`src/rtl/sudoku_pkg.sv`:
```
// Shared constants, types and cube indexing for the sudoku grid loader.
package sudoku_pkg;

    localparam int N      = 9;
    localparam int CELLS  = N * N;
    localparam int CUBE_W = N * N * N;

    typedef logic [CUBE_W-1:0] cube_t;
    typedef logic [3:0]        digit_t;

    typedef enum logic {
        LOAD,
        FULL
    } state_t;

    function automatic logic [9:0] cube_idx(
        input logic [3:0] row,
        input logic [3:0] col,
        input digit_t     digit
    );
        return 10'(32'(row) * CELLS + 32'(col) * N + 32'(digit) - 1);
    endfunction

endpackage

```
`src/rtl/sudoku_digit_decode.sv`:
```
// Cell digit to 9-bit candidate slice; SUDOKU_EMPTY_ALL_CANDIDATES_EN
// makes empty/illegal cells decode to all candidates instead of none.
module sudoku_digit_decode
    import sudoku_pkg::*;
(
    input  digit_t         digit,
    output logic [N-1:0]   onehot,
    output logic           illegal
);

`ifdef SUDOKU_EMPTY_ALL_CANDIDATES_EN
    localparam logic [N-1:0] EMPTY = '1;
`else
    localparam logic [N-1:0] EMPTY = '0;
`endif

    always_comb begin
        illegal = 1'b0;
        onehot  = EMPTY;
        unique case (1'b1)
            (digit == 4'd0): onehot = EMPTY;
            (digit > 4'd9): begin
                illegal = 1'b1;
                onehot  = EMPTY;
            end
            default: onehot = N'(1) << (digit - 4'd1);
        endcase
    end

endmodule

```
`src/rtl/sudoku_grid_loader.sv`:
```
// Collects 81 raster-ordered cell digits into the one-hot candidate cube
// and hands the finished cube downstream with a sticky error flag.
module sudoku_grid_loader
    import sudoku_pkg::*;
(
    input  logic        clk,
    input  logic        rst_n,
    input  logic        cell_valid,
    output logic        cell_ready,
    input  logic [3:0]  cell_digit,
    input  logic        cell_last,
    input  logic        load_abort,
    output logic        grid_valid,
    input  logic        grid_ready,
    output cube_t       grid_cube,
    output logic        grid_err
);

    state_t       state;
    logic [3:0]   row;
    logic [3:0]   col;
    logic [N-1:0] dec;
    logic         illegal;
    logic         at_last;
    logic [9:0]   base;

    sudoku_digit_decode u_dec (
        .digit   (cell_digit),
        .onehot  (dec),
        .illegal (illegal)
    );

    assign at_last = (row == 4'd8) && (col == 4'd8);
    assign base    = cube_idx(row, col, 4'd1);

    always_ff @(posedge clk or negedge rst_n) begin
        if (!rst_n) begin
            state      <= LOAD;
            row        <= '0;
            col        <= '0;
            grid_cube  <= '0;
            grid_err   <= 1'b0;
            grid_valid <= 1'b0;
            cell_ready <= 1'b1;
        end else begin
            unique case (state)
                LOAD: begin
                    if (load_abort) begin
                        row      <= '0;
                        col      <= '0;
                        grid_err <= 1'b0;
                    end else if (cell_valid) begin
                        grid_cube[base +: N] <= dec;
                        // framing error: last flag must coincide with cell 80
                        grid_err <= grid_err | illegal | (cell_last ^ at_last);
                        if (at_last) begin
                            row        <= '0;
                            col        <= '0;
                            state      <= FULL;
                            cell_ready <= 1'b0;
                            grid_valid <= 1'b1;
                        end else if (col == 4'd8) begin
                            col <= '0;
                            row <= row + 4'd1;
                        end else begin
                            col <= col + 4'd1;
                        end
                    end
                end
                FULL: begin
                    if (grid_ready) begin
                        state      <= LOAD;
                        grid_err   <= 1'b0;
                        grid_valid <= 1'b0;
                        cell_ready <= 1'b1;
                    end
                end
                default: state <= LOAD;
            endcase
        end
    end

endmodule
```
`config.mk`:
```
export PLATFORM = sky130hd
export DESIGN_NAME = sudoku_grid_loader
export DESIGN_NICKNAME = d
export VERILOG_FILES = /design/src/rtl/sudoku_pkg.sv /design/src/rtl/sudoku_digit_decode.sv /design/src/rtl/sudoku_grid_loader.sv
export SDC_FILE = /design/constraint.sdc
export NUM_CORES = 1
export LEC_CHECK = 0
export ABC_AREA = 1
export CELL_PAD_IN_SITES_DETAIL_PLACEMENT = 0
export CELL_PAD_IN_SITES_GLOBAL_PLACEMENT = 1
export CORE_AREA = 2 2 256 359
export CTS_CLUSTER_DIAMETER = 60
export CTS_CLUSTER_SIZE = 24
export DETAILED_ROUTE_END_ITERATION = 10
export DIE_AREA = 0 0 258 361
export PLACE_DENSITY_LB_ADDON = 0.08
export SLEW_MARGIN = 30
export SYNTH_ARGS = -nofsm -noshare
export SYNTH_HDL_FRONTEND = slang
export SYNTH_HIERARCHICAL = 1
export SYNTH_SLANG_ARGS = --single-unit
```
`constraint.sdc`:
```
create_clock -name clk -period 12.6 [get_ports clk]
set_input_delay 1.89 -clock clk [delete_from_list [all_inputs] [get_ports clk]]
set_output_delay 1.89 -clock clk [all_outputs]
set_load 0.05 [all_outputs]
```
## After elaboration in Yosys (flattened, before gate mapping)

Index checks and enable logic that the tools add are counted.

- Bits in registers: 741
- Input port bits: 10
- Output and inout port bits: 732
- Word-level logic and storage cells: 71

- Add/sub/neg operators: 7
- Multiply operators: 2
- Magnitude comparators: 1
- Equality and inequality tests: 7
- Shift-type cells: 3
- Multiplexer cells: 29
- Bitwise operators: 5
- Reduce and logical (&&, ||, !) cells: 10

Operators by type and width:

| operator | count |
|---|---|
| $bwmux W729 | 1 |
| $shift A9 B12 Y729 const A | 1 |
| $shiftx A9 B12 Y729 | 1 |
| $mux W4 | 8 |
| $mux W1 | 15 |
| $neg A10 Y12 | 1 |
| $add A10 B1 Y10 const B | 1 |
| $add A10 B8 Y10 | 1 |
| $mul A4 B7 Y10 const B | 1 |
| $sub A10 B1 Y10 const B | 1 |
| $mux W9 | 1 |
| $shl A1 B4 Y9 const A | 1 |
| $add A4 B1 Y4 const B | 2 |
| $eq A4 B4 Y1 const B | 2 |
| $mul A4 B4 Y8 const B | 1 |
| $ne A2 B2 Y1 const B | 4 |
| $pmux W1 S2 | 4 |
| $reduce_and A3 Y1 | 2 |
| $gt A4 B4 Y1 const B | 1 |
| $logic_not A4 Y1 | 1 |
| $reduce_and A2 Y1 | 2 |
| $reduce_and A4 Y1 | 1 |
| $sub A4 B1 Y4 const B | 1 |
| $ne A3 B3 Y1 const B | 1 |
| other kinds (7) | 9 |

## Depth between registers and ports, before layout

Gate-level depths: netlist of run 1.

- Depth after elaboration: 7
- Mapped depth: 28
- Mapped depth without buffers: 27

## Modules after synthesis

Netlist of run 1, hierarchy kept.

Modules (own cells, without submodules):

| module | instances | cells an instance | area each (µm²) | sequential area each (µm²) |
|---|---|---|---|---|
| sudoku_grid_loader | 1 | 4697 | 36359.9 | 18544.0 |
| sudoku_digit_decode | 1 | 35 | 192.7 | 0.0 |

## Worst setup path before layout of run 1

OpenSTA, ideal clock, no wires.

- Kind: in2reg
- Start: in cell_digit[1]
- End: reg grid_cube[153]
- Library setup time: 65 ps
- Arrival: 4269 ps
- Data required time: 12535 ps
- Slack: 8266 ps
- Stages: 18
- Buffers on the path: 1
- Path through: buf_6 -> nor2_1 -> ha_1 -> inv_1 -> nand4_1 -> inv_1 -> nand2_1 -> inv_1 -> a21oi_1 -> o21ai_0 -> o21ai_0 -> inv_1 -> nand2_1 -> o21ai_2 -> inv_1 -> nor3_1 -> mux2i_1 -> inv_1

- Longest elaborated chain between the ends: 5
- Elaborated cells between the ends (all ways): 8
- Those cells by class: add/sub (1); order compare (1); shift (2); mux (2); reduce/logical (2)

Ends and longest elaborated chain:

| element | line | text |
|---|---|---|
| from (decl) | sudoku_grid_loader.sv:10 | `input logic [3:0] cell_digit,` |
| $sub A4 B1 Y4, or another cell as far along | sudoku_digit_decode.sv:26 | `default: onehot = N'(1) << (digit - 4'd1);` |
| $shl A1 B4 Y9 / $reduce_or A2 Y1 (equally long branches) | -- |  |
| $mux W9 * | sudoku_digit_decode.sv:20 | `unique case (1'b1)` |
| net dec[6] | sudoku_grid_loader.sv:22 | `logic [N-1:0] dec;` |
| $shiftx A9 B12 Y729 * | sudoku_grid_loader.sv:53 | `grid_cube[base +: N] <= dec;` |
| $bwmux W729 * | sudoku_grid_loader.sv:53 |  |
| to (signal assigned) | sudoku_grid_loader.sv:41 | `grid_cube <= '0;` |
| to (signal, indexed assignment) | sudoku_grid_loader.sv:53 |  |
| to (decl) | sudoku_grid_loader.sv:15 | `output cube_t grid_cube,` |

The timed path passes the listed nets; every way through them passes the cells marked *.
A chain may end at the register's enable or synchronous reset.

## Final worst setup path of run 1

- Start: reg col[3]
- End: reg grid_cube[485]

- Longest elaborated chain between the ends: 7
- Elaborated cells between the ends (all ways): 8
- Those cells by class: add/sub (4); mul (1); shift (2); mux (1)

Ends and longest elaborated chain:

| element | line | text |
|---|---|---|
| from (decl) | sudoku_grid_loader.sv:21 | `logic [3:0] col;` |
| from (signal assigned) | sudoku_grid_loader.sv:66 | `col <= col + 4'd1;` |
| $mul A4 B4 Y8 * | sudoku_pkg.sv:21 | `return 10'(32'(row) * CELLS + 32'(col) * N + 32'(digit) - 1);` |
| $add A10 B8 Y10 * | sudoku_pkg.sv:21 |  |
| $add A10 B1 Y10 * | sudoku_pkg.sv:21 |  |
| $sub A10 B1 Y10 * | sudoku_pkg.sv:21 |  |
| $neg A10 Y12 * | sudoku_grid_loader.sv:53 |  |
| $shiftx A9 B12 Y729 / $shift A9 B12 Y729 (equally long branches) | sudoku_grid_loader.sv:53 |  |
| $bwmux W729 * | sudoku_grid_loader.sv:53 |  |

Every way passes the cells marked *; elsewhere a longest branch is shown, timed or not.

==> reports/metrics.csv, run 1 <==
stage,metric,value,unit
detailed_routing,drtIter0Drc,3471,
worst_setup_path,worst_ep_required_time,13160,ps
worst_setup_path,r2r_start,col[3],
cells_and_area,mostFrequentLayoutCell,nor2_1,
sta,maxSlewViolCount,0,
pwr,p_seq_share,27.1,%
clock_tree,clockBufferDepth,3,
pwr,power_frac_clock,13.6,%
logic_synthesis,ys_types,51,
logic_synthesis,synth_cells,4732,
detailed_routing,wl_met1,64250,microns
clock_tree,cts_sinks,741,
sta,finalCritPeriodShare,60.91,%
logic_synthesis,avgSynthCellArea,7.725,sq um
sta,worstMarginPinSlew,995.2,ps
worst_setup_path,reg2regPathDepth,24,
clock_tree,cts_tree,built,
worst_setup_path,cp_max_fo,42,
worst_setup_path,critical_path_class,reg2reg,
detailed_routing,route.met2.wl,77020,microns
clock_tree,cts_buffers,48,
clock_tree,root_buffer,clkbuf_16,
logic_synthesis,synth-async-reset-ratio,100.0,%
clock_tree,h-tree-depth,2,
detailed_routing,firstDrtPassIters,6,
cells_and_area,n_antenna_cell,0,
pwr,internal-power,5.876,mW
detailed_routing,ant_nets,0,
clock_tree,post_cts_buffers,0,
cells_and_area,instances_no_fill,6620,
sta,min_period,7675,ps
floorplanning,dieHeight,361,microns
worst_setup_path,worst_setup_path_end_kind,flip-flop,
sta,fin_tns_setup,0,ps
place,place_hpwl,118900,microns
min_path,hp-class,reg2reg,
worst_setup_path,cp.arrival,8230,ps
detailed_routing,vias,35530,
cells_and_area,nets,5437,
logic_synthesis,syn_nets,4775,
logic_synthesis,syn_area,36550,sq um
global_route,grt_max_degree,162,
logic_synthesis,synth-main-ff-cell,dfrtp_1,
sta,final_hold_viol_count,0,
detailed_routing,vias_per_cell,5.367,
cells_and_area,drive_gt1_share,4.400,%
clock_tree,cts_resized,0,
logic_synthesis,yosys_warnings,6,
floorplanning,fp.coreArea,89620,sq um
cells_and_area,final_cell_mix,"nor2_1, nand2_1, dfrtp_1, clkdlybuf4s50_1, inv_1",
logic_synthesis,ys_seq_elements,741,
floorplanning,die_w,258,microns
job,drv_cap,0,
clock_tree,hold_buffers,0,
pwr,swShare,55.79,%
sta,rsz0062_at_grt,no,
global_route,grt.total_usage,35.22,%
floorplanning,start_util,40.78,%
place,globalplace.congestion,0.9416,
place,portBuffers,741,
min_path,whs_path_depth,2,
clock_tree,clk_latency,670,ps
floorplanning,io_pins,742,
detailed_routing,drc,0,
global_route,grt_pass1_vias,34100,
pwr,p_leak,22.71,nW
logic_synthesis,synth-edff-count,0,
logic_synthesis,yosys-top-cells-area,"dfrtp_1, nor2_1, nand2_1",
status,status,finished clean,
min_path,hold-path-endpoint,cell_ready,
worst_setup_path,reg2reg_to,grid_cube[485],
detailed_routing,wl_met3,15830,microns
pwr,power_frac_comb,59.3,%
floorplanning,die_area,93140,sq um
sta,fin_worst_skew,27.46,ps
detailed_routing,wl_per_cell,25.19,microns
global_route,antenna_found_initial,4,
pwr,vdd_ir_drop_max,155.6,uV
clock_tree,clk_pin_slew,90,ps
cells_and_area,syn_to_final_growth,28.38,%
global_route,grt_pass1_wl,241400,microns
place,placedCellCount,6531,
sta,whs,476.8,ps
detailed_routing,top_layer,met5,
detailed_routing,routed_wl,166800,microns
global_route,grt-ovfl-total,0,
worst_setup_path,rrSetupSlack,4920,ps
min_path,min_from,cell_ready,
sta,max-slew-margin-rel,33.49,%
sta,fmax,130.3,MHz
logic_synthesis,yosysTopAreaCell,dfrtp_1,
sta,setup_viol,0,
logic_synthesis,synth_top_area_share,50.66,%
worst_setup_path,critPathLaunchType,flip-flop,
pwr,power_density,283.2,nW/um^2
floorplanning,rows,130,
logic_synthesis,ys_seq_area_share,50.73,%
pwr,switchingPower,7.414,mW
sequential cells by signal, indices dropped and copies added (netlist names):
| register | flops |
|---|---|
| cell_ready | 1 |
| row | 4 |
| col | 4 |
| state | 1 |
| grid_cube | 729 |
| grid_valid | 1 |
| grid_err | 1 |
through the flow:
stage / setup slack (ps) / power, mW / utilization, % / cell area (sq um)
6_report: 4925 / 13.29 / 52.36 / 46930
5_1_grt: 4522 / 13.82 / 52.36 / 46930
4_1_cts: 4969 / 13.28 / 52.31 / 46880
3_5_place_dp: 4999 / 11.45 / 50.42 / 45190
3_3_place_gp: 5109 / 11.43 / 50.37 / 45150
2_1_floorplan: 8266 / 8.166 / - / 36550
power by group through the flow:
stage	combinational, mW	clock, mW	sequential (mW)
after global routing	8.23	1.92	3.67
after CTS	7.84	1.84	3.60
after detailed placement	7.81	0	3.63
after floorplan	2.13	0	6.04
after global placement	7.80	0	3.63
final	7.88	1.81	3.60
layer usage:
metal / vias to the layer above / global-route usage (%)
li1: 16390 / -
met1: 17150 / 42.69
met2: 1615 / 57.34
met3: 369 / 9.955
met4: 6 / 17.52
met5: - / 0
worst max-delay path, cell delays in order (launching register included):
cell,delay (ps)
dfrtp_1,450
ha_1,210
ha_1,290
fa_1,390
inv_1,80
fa_1,400
inv_1,60
ha_1,250
nand2_1,100
inv_1,70
nand3_1,100
nand3_1,90
nand2_2,200
nor2_1,110
nand3_2,420
nand2_2,460
inv_2,420
nand2_2,160
nor2_8,600
buf_4,720
nand2_4,590
inv_2,840
nand3_1,180
o21ai_0,200
inv_1,50
worst max-delay path by stage:
stage | end | slack (ps) | cells past startpoint | from
detailed placement | grid_cube[405] | 5000 | 24 | col[3]
floorplan | grid_cube[153] | 8270 | 18 | cell_digit[1]
CTS | grid_cube[485] | 4970 | 24 | col[3]
finish | grid_cube[485] | 4920 | 24 | col[3]
global placement | grid_cube[405] | 5110 | 24 | col[3]
global route | grid_cube[450] | 4520 | 24 | col[3]
cell usage after synthesis, types with 12 or more instances:
cell type / number
buf_2: 73
a21oi_1: 369
o21bai_1: 76
ha_1: 29
nand2_2: 12
mux2i_1: 33
o21a_1: 27
nor2_1: 892
nand3_1: 256
dfrtp_1: 740
buf_1: 38
o22ai_1: 27
nand4_1: 61
inv_1: 650
clkbuf_1: 57
o21ai_0: 258
nand2_1: 862
nor2_2: 24
o21ai_1: 47
nor3_1: 46
inv_2: 26
a31oi_1: 48
cell type report:
cell class                      instances  area (sq um)
Clock buffer                           53          1272
Clock inverter                         35         419.2
Fill cell                            8684         42700
Inverter                              680          2567
Multi-Input combinational cell       3134         14770
Sequential cell                       741         18540
Tap cell                             1188          1486
Timing Repair Buffer                  789          7869
cell families after synthesis:
| group | count (synthesis) | share of synthesized area, % |
|---|---|---|
| DFF | 741 | 50.73 |
| muxes | 39 | 1.089 |
| xor gates and xnor gates | 6 | 0.1643 |
| adders and majority gates | 33 | 1.212 |
| and+or+nand+nor | 2178 | 24.37 |
| buffers and inverters | 857 | 9.204 |
| AOI/OAI and AO/OA | 878 | 13.23 |
Power figures use the tool's default switching activity.
==> run 2: changes to the inputs <==
--- a/config.mk
+++ b/config.mk
@@ -8,11 +8,11 @@
 export ABC_AREA = 1
 export CELL_PAD_IN_SITES_DETAIL_PLACEMENT = 0
 export CELL_PAD_IN_SITES_GLOBAL_PLACEMENT = 1
-export CORE_AREA = 2 2 256 359
+export CORE_AREA = 2 2 281 393
 export CTS_CLUSTER_DIAMETER = 60
 export CTS_CLUSTER_SIZE = 24
 export DETAILED_ROUTE_END_ITERATION = 10
-export DIE_AREA = 0 0 258 361
+export DIE_AREA = 0 0 283 395
 export PLACE_DENSITY_LB_ADDON = 0.08
 export SLEW_MARGIN = 30
 export SYNTH_ARGS = -nofsm -noshare
==> constraint.sdc (replaced) <==
create_clock -name clk -period 6.6 [get_ports clk]
set_input_delay 0.99 -clock clk [delete_from_list [all_inputs] [get_ports clk]]
set_output_delay 0.99 -clock clk [all_outputs]
set_load 0.05 [all_outputs]
==> run 2 against run 1 <==
Effect of this change:
- sequential share of layout area is 1.1 points lower
- setup slack got worse by 4100 ps
- total power grew 99%
- critical path type unchanged
- count of clock-buffer cells in the layout increased by 20
- design area increased by 2.9%
==> reports/metrics.csv, run 2 (synthesis results as in run 1) <==
stage,metric,value,unit,change
status,status,finished clean,,unchanged
worst_setup_path,reg2regPathDepth,24,,unchanged
worst_setup_path,worst_ep_required_time,7210,ps,"was 13,160 ps"
worst_setup_path,cp.arrival,6410,ps,was 8230 ps
sta,fmax,172.3,MHz,was 130.3 MHz
floorplanning,die_area,111800,sq um,"was 93,140 sq um"
worst_setup_path,worst_setup_path_end_kind,flip-flop,,unchanged
pwr,swShare,55.04,%,was 55.79%
detailed_routing,wl_per_cell,25.39,microns,was 25.19 microns
cells_and_area,mostFrequentLayoutCell,nor2_1,,unchanged
clock_tree,hold_buffers,0,,unchanged
place,pre_cts_slack,873.5,ps,was 4999 ps
clock_tree,clk_latency,670,ps,about the same
floorplanning,rows,143,,was 130
pwr,p_leak,23.26,nW,was 22.71 nW
sta,fin_worst_skew,32.99,ps,was 27.46 ps
pwr,p_total,26.48,mW,was 13.29 mW
worst_setup_path,slowest_stage,o21ai_2,,was inv_2
floorplanning,start_util,33.77,%,was 40.78%
cells_and_area,nets,5495,,"was 5,437"
cells_and_area,drive_gt1_share,5.598,%,was 4.400%
pwr,power_frac_clock,16.2,%,was 13.6%
clock_tree,cts_resized,0,,unchanged
global_route,antenna_found_initial,7,,was 4
worst_setup_path,critPathLaunchType,flip-flop,,unchanged
clock_tree,root_buffer,clkbuf_16,,unchanged
clock_tree,cts_tree,built,,unchanged
detailed_routing,vias_per_cell,5.072,,was 5.367
detailed_routing,drc,0,,unchanged
job,drv_cap,0,,unchanged
detailed_routing,ant_nets,0,,unchanged
pwr,power_frac_comb,57.6,%,was 59.3%
pwr,p_seq_share,26.1,%,was 27.1%
clock_tree,cts_buffers,66,,was 48
detailed_routing,routed_wl,176500,microns,"was 166,800 microns"
sta,fin_tns_setup,0,ps,unchanged
place,place_area,45990,sq um,"was 45,190 sq um"
pwr,switchingPower,14.57,mW,was 7.414 mW
pwr,vdd_ir_drop_max,298.2,uV,was 155.6 uV
cells_and_area,instances_no_fill,6954,,"was 6,620"
cells_and_area,nFillCells,11060,,"was 8,684"
clock_tree,h-tree-depth,3,,was 2
sta,setup_ws,796.5,ps,was 4925 ps
global_route,grt_pass1_vias,34580,,"was 34,100"
worst_setup_path,cp_max_fo,24,,was 42
detailed_routing,firstDrtPassIters,5,,was 6
floorplanning,dieHeight,395,microns,was 361 microns
sta,maxSlewViolCount,0,,unchanged
floorplanning,io_pins,742,,unchanged
clock_tree,cts_sinks,741,,unchanged
cells_and_area,postLayoutCellArea,48290,sq um,"was 46,930 sq um"
cells_and_area,reg_top3,"grid_cube: 729 flops, col: 4 flops, row: 4 flops",,unchanged
global_route,grt_pass1_wl,254300,microns,"was 241,400 microns"
cells_and_area,final_cell_mix,"nor2_1, nand2_1, dfrtp_1, clkdlybuf4s50_1, inv_1",,unchanged
sta,rsz0062_at_grt,no,,unchanged
place,placedCellCount,6834,,"was 6,531"
sta,whs,311.1,ps,was 476.8 ps
clock_tree,clk_pin_slew,80,ps,was 90 ps
clock_tree,clockBufferDepth,3,,unchanged
global_route,grt-ovfl-total,0,,unchanged
cells_and_area,syn_to_final_growth,32.10,%,was 28.38%
detailed_routing,vias,35270,,"was 35,530"
sta,min_period,5803,ps,was 7675 ps
cells_and_area,utilization,44.61,%,was 52.36%
clock_tree,post_cts_buffers,0,,unchanged
min_path,hp-class,in2async,,was reg2reg
worst_setup_path,critPathMaxStageDelay,750,ps,was 840 ps
worst_setup_path,path_cells,ha_1 -> ha_1 -> fa_1 -> inv_1 -> fa_1 -> inv_1 -> ha_1 -> nand2_1 -> inv_1 -> nand3_1 -> nand3_1 -> nand2_2 -> nor2_1 -> nand3_2 -> nand2_1 -> nor2_1 -> inv_1 -> nor2_1 -> inv_1 -> o21ai_2 -> nand3_1 -> nand2_1 -> o21ai_0 -> inv_1,,was ha_1 -> ha_1 -> fa_1 -> inv_1 -> fa_1 -> inv_1 -> ha_1 -> nand2_1 -> inv_1 -> nand3_1 -> nand3_1 -> nand2_2 -> nor2_1 -> nand3_2 -> nand2_2 -> inv_2 -> nand2_2 -> nor2_8 -> buf_4 -> nand2_4 -> inv_2 -> nand3_1 -> o21ai_0 -> inv_1
place,globalplace.congestion,0.9223,,was 0.9416
worst_setup_path,critical_path_class,reg2reg,,unchanged
sta,final_hold_viol_count,0,,unchanged
place,place_hpwl,127700,microns,"was 118,900 microns"
pwr,power_density,548.3,nW/um^2,was 283.2 nW/um^2
cells_and_area,regMostFlops,grid_cube,,unchanged
worst_setup_path,r2r_start,col[3],,unchanged
sta,max-slew-margin-rel,32.61,%,was 33.49%
global_route,grt_max_degree,148,,was 162
global_route,grt.total_usage,31.02,%,was 35.22%
place,portBuffers,741,,unchanged
worst_setup_path,cpMostUsedCell,inv_1,,unchanged
worst_setup_path,reg2reg_to,grid_cube[559],,was grid_cube[485]
sta,setup_viol,0,,unchanged
floorplanning,fp.coreArea,108200,sq um,"was 89,620 sq um"
pwr,internal-power,11.90,mW,was 5.876 mW
floorplanning,die_w,283,microns,was 258 microns
sta,finalCritPeriodShare,87.93,%,was 60.91%
detailed_routing,drtIter0Drc,2914,,"was 3,471"
cells_and_area,largest_reg_flops,729,,unchanged
worst_setup_path,rrSetupSlack,800,ps,was 4920 ps
sta,worstMarginPinSlew,1011,ps,was 995.2 ps
==> run 2: area by class of cell <==
type / count / area [sq um] / area share [%]
clock inverter: 45 / 571.8 / 1.184
antenna: 2 / 5.005 / 0.01036
clock buffer: 73 / 1720 / 3.563
sequential: 741 / 18540 / 38.40
multi-input combinational: 3134 / 14750 / 30.55
inverter: 680 / 2571 / 5.325
timing repair buffer: 829 / 8308 / 17.21
tap: 1450 / 1814 / 3.757
==> run 2: worst max path at each step <==
stage            from             end  slack [ps]  cells past startpoint
6_report       col[3]  grid_cube[559]         800                     24
5_1_grt        col[3]  grid_cube[559]         440                     24
4_1_cts        col[3]  grid_cube[559]         840                     24
3_5_place_dp   col[3]  grid_cube[559]         870                     24
3_3_place_gp   col[3]  grid_cube[559]         970                     24
2_1_floorplan  col[3]  grid_cube[438]        2530                     25
==> run 2: power groups by stage <==
stage               logic (mW)  clock network (mW)  registers, mW
floorplan                 4.06                   0           11.5
global placement          15.2                   0           7.00
detailed placement        15.2                   0           7.00
CTS                       15.3                4.39           6.93
global route              16.0                4.54           7.06
finish                    15.3                4.30           6.91
==> run 2: routing by layer <==
metal,track usage [%],vias to the layer above,wire length [microns]
li1,-,16510,-
met1,37.63,17120,70650
met2,51.64,1362,83460
met3,9.083,283,15160
met4,12.26,4,7233
met5,0,-,33
==> run 2: critical path, delay by kind of cell (launching register included) <==
| family | cells | cell delay [ps] |
|---|---|---|
| DFF | 1 | 440 |
| buffers and inverters | 6 | 560 |
| and+or+nand+nor | 11 | 2290 |
| AOI/OAI and AO/OA | 2 | 840 |
| adders and majority gates | 5 | 1550 |
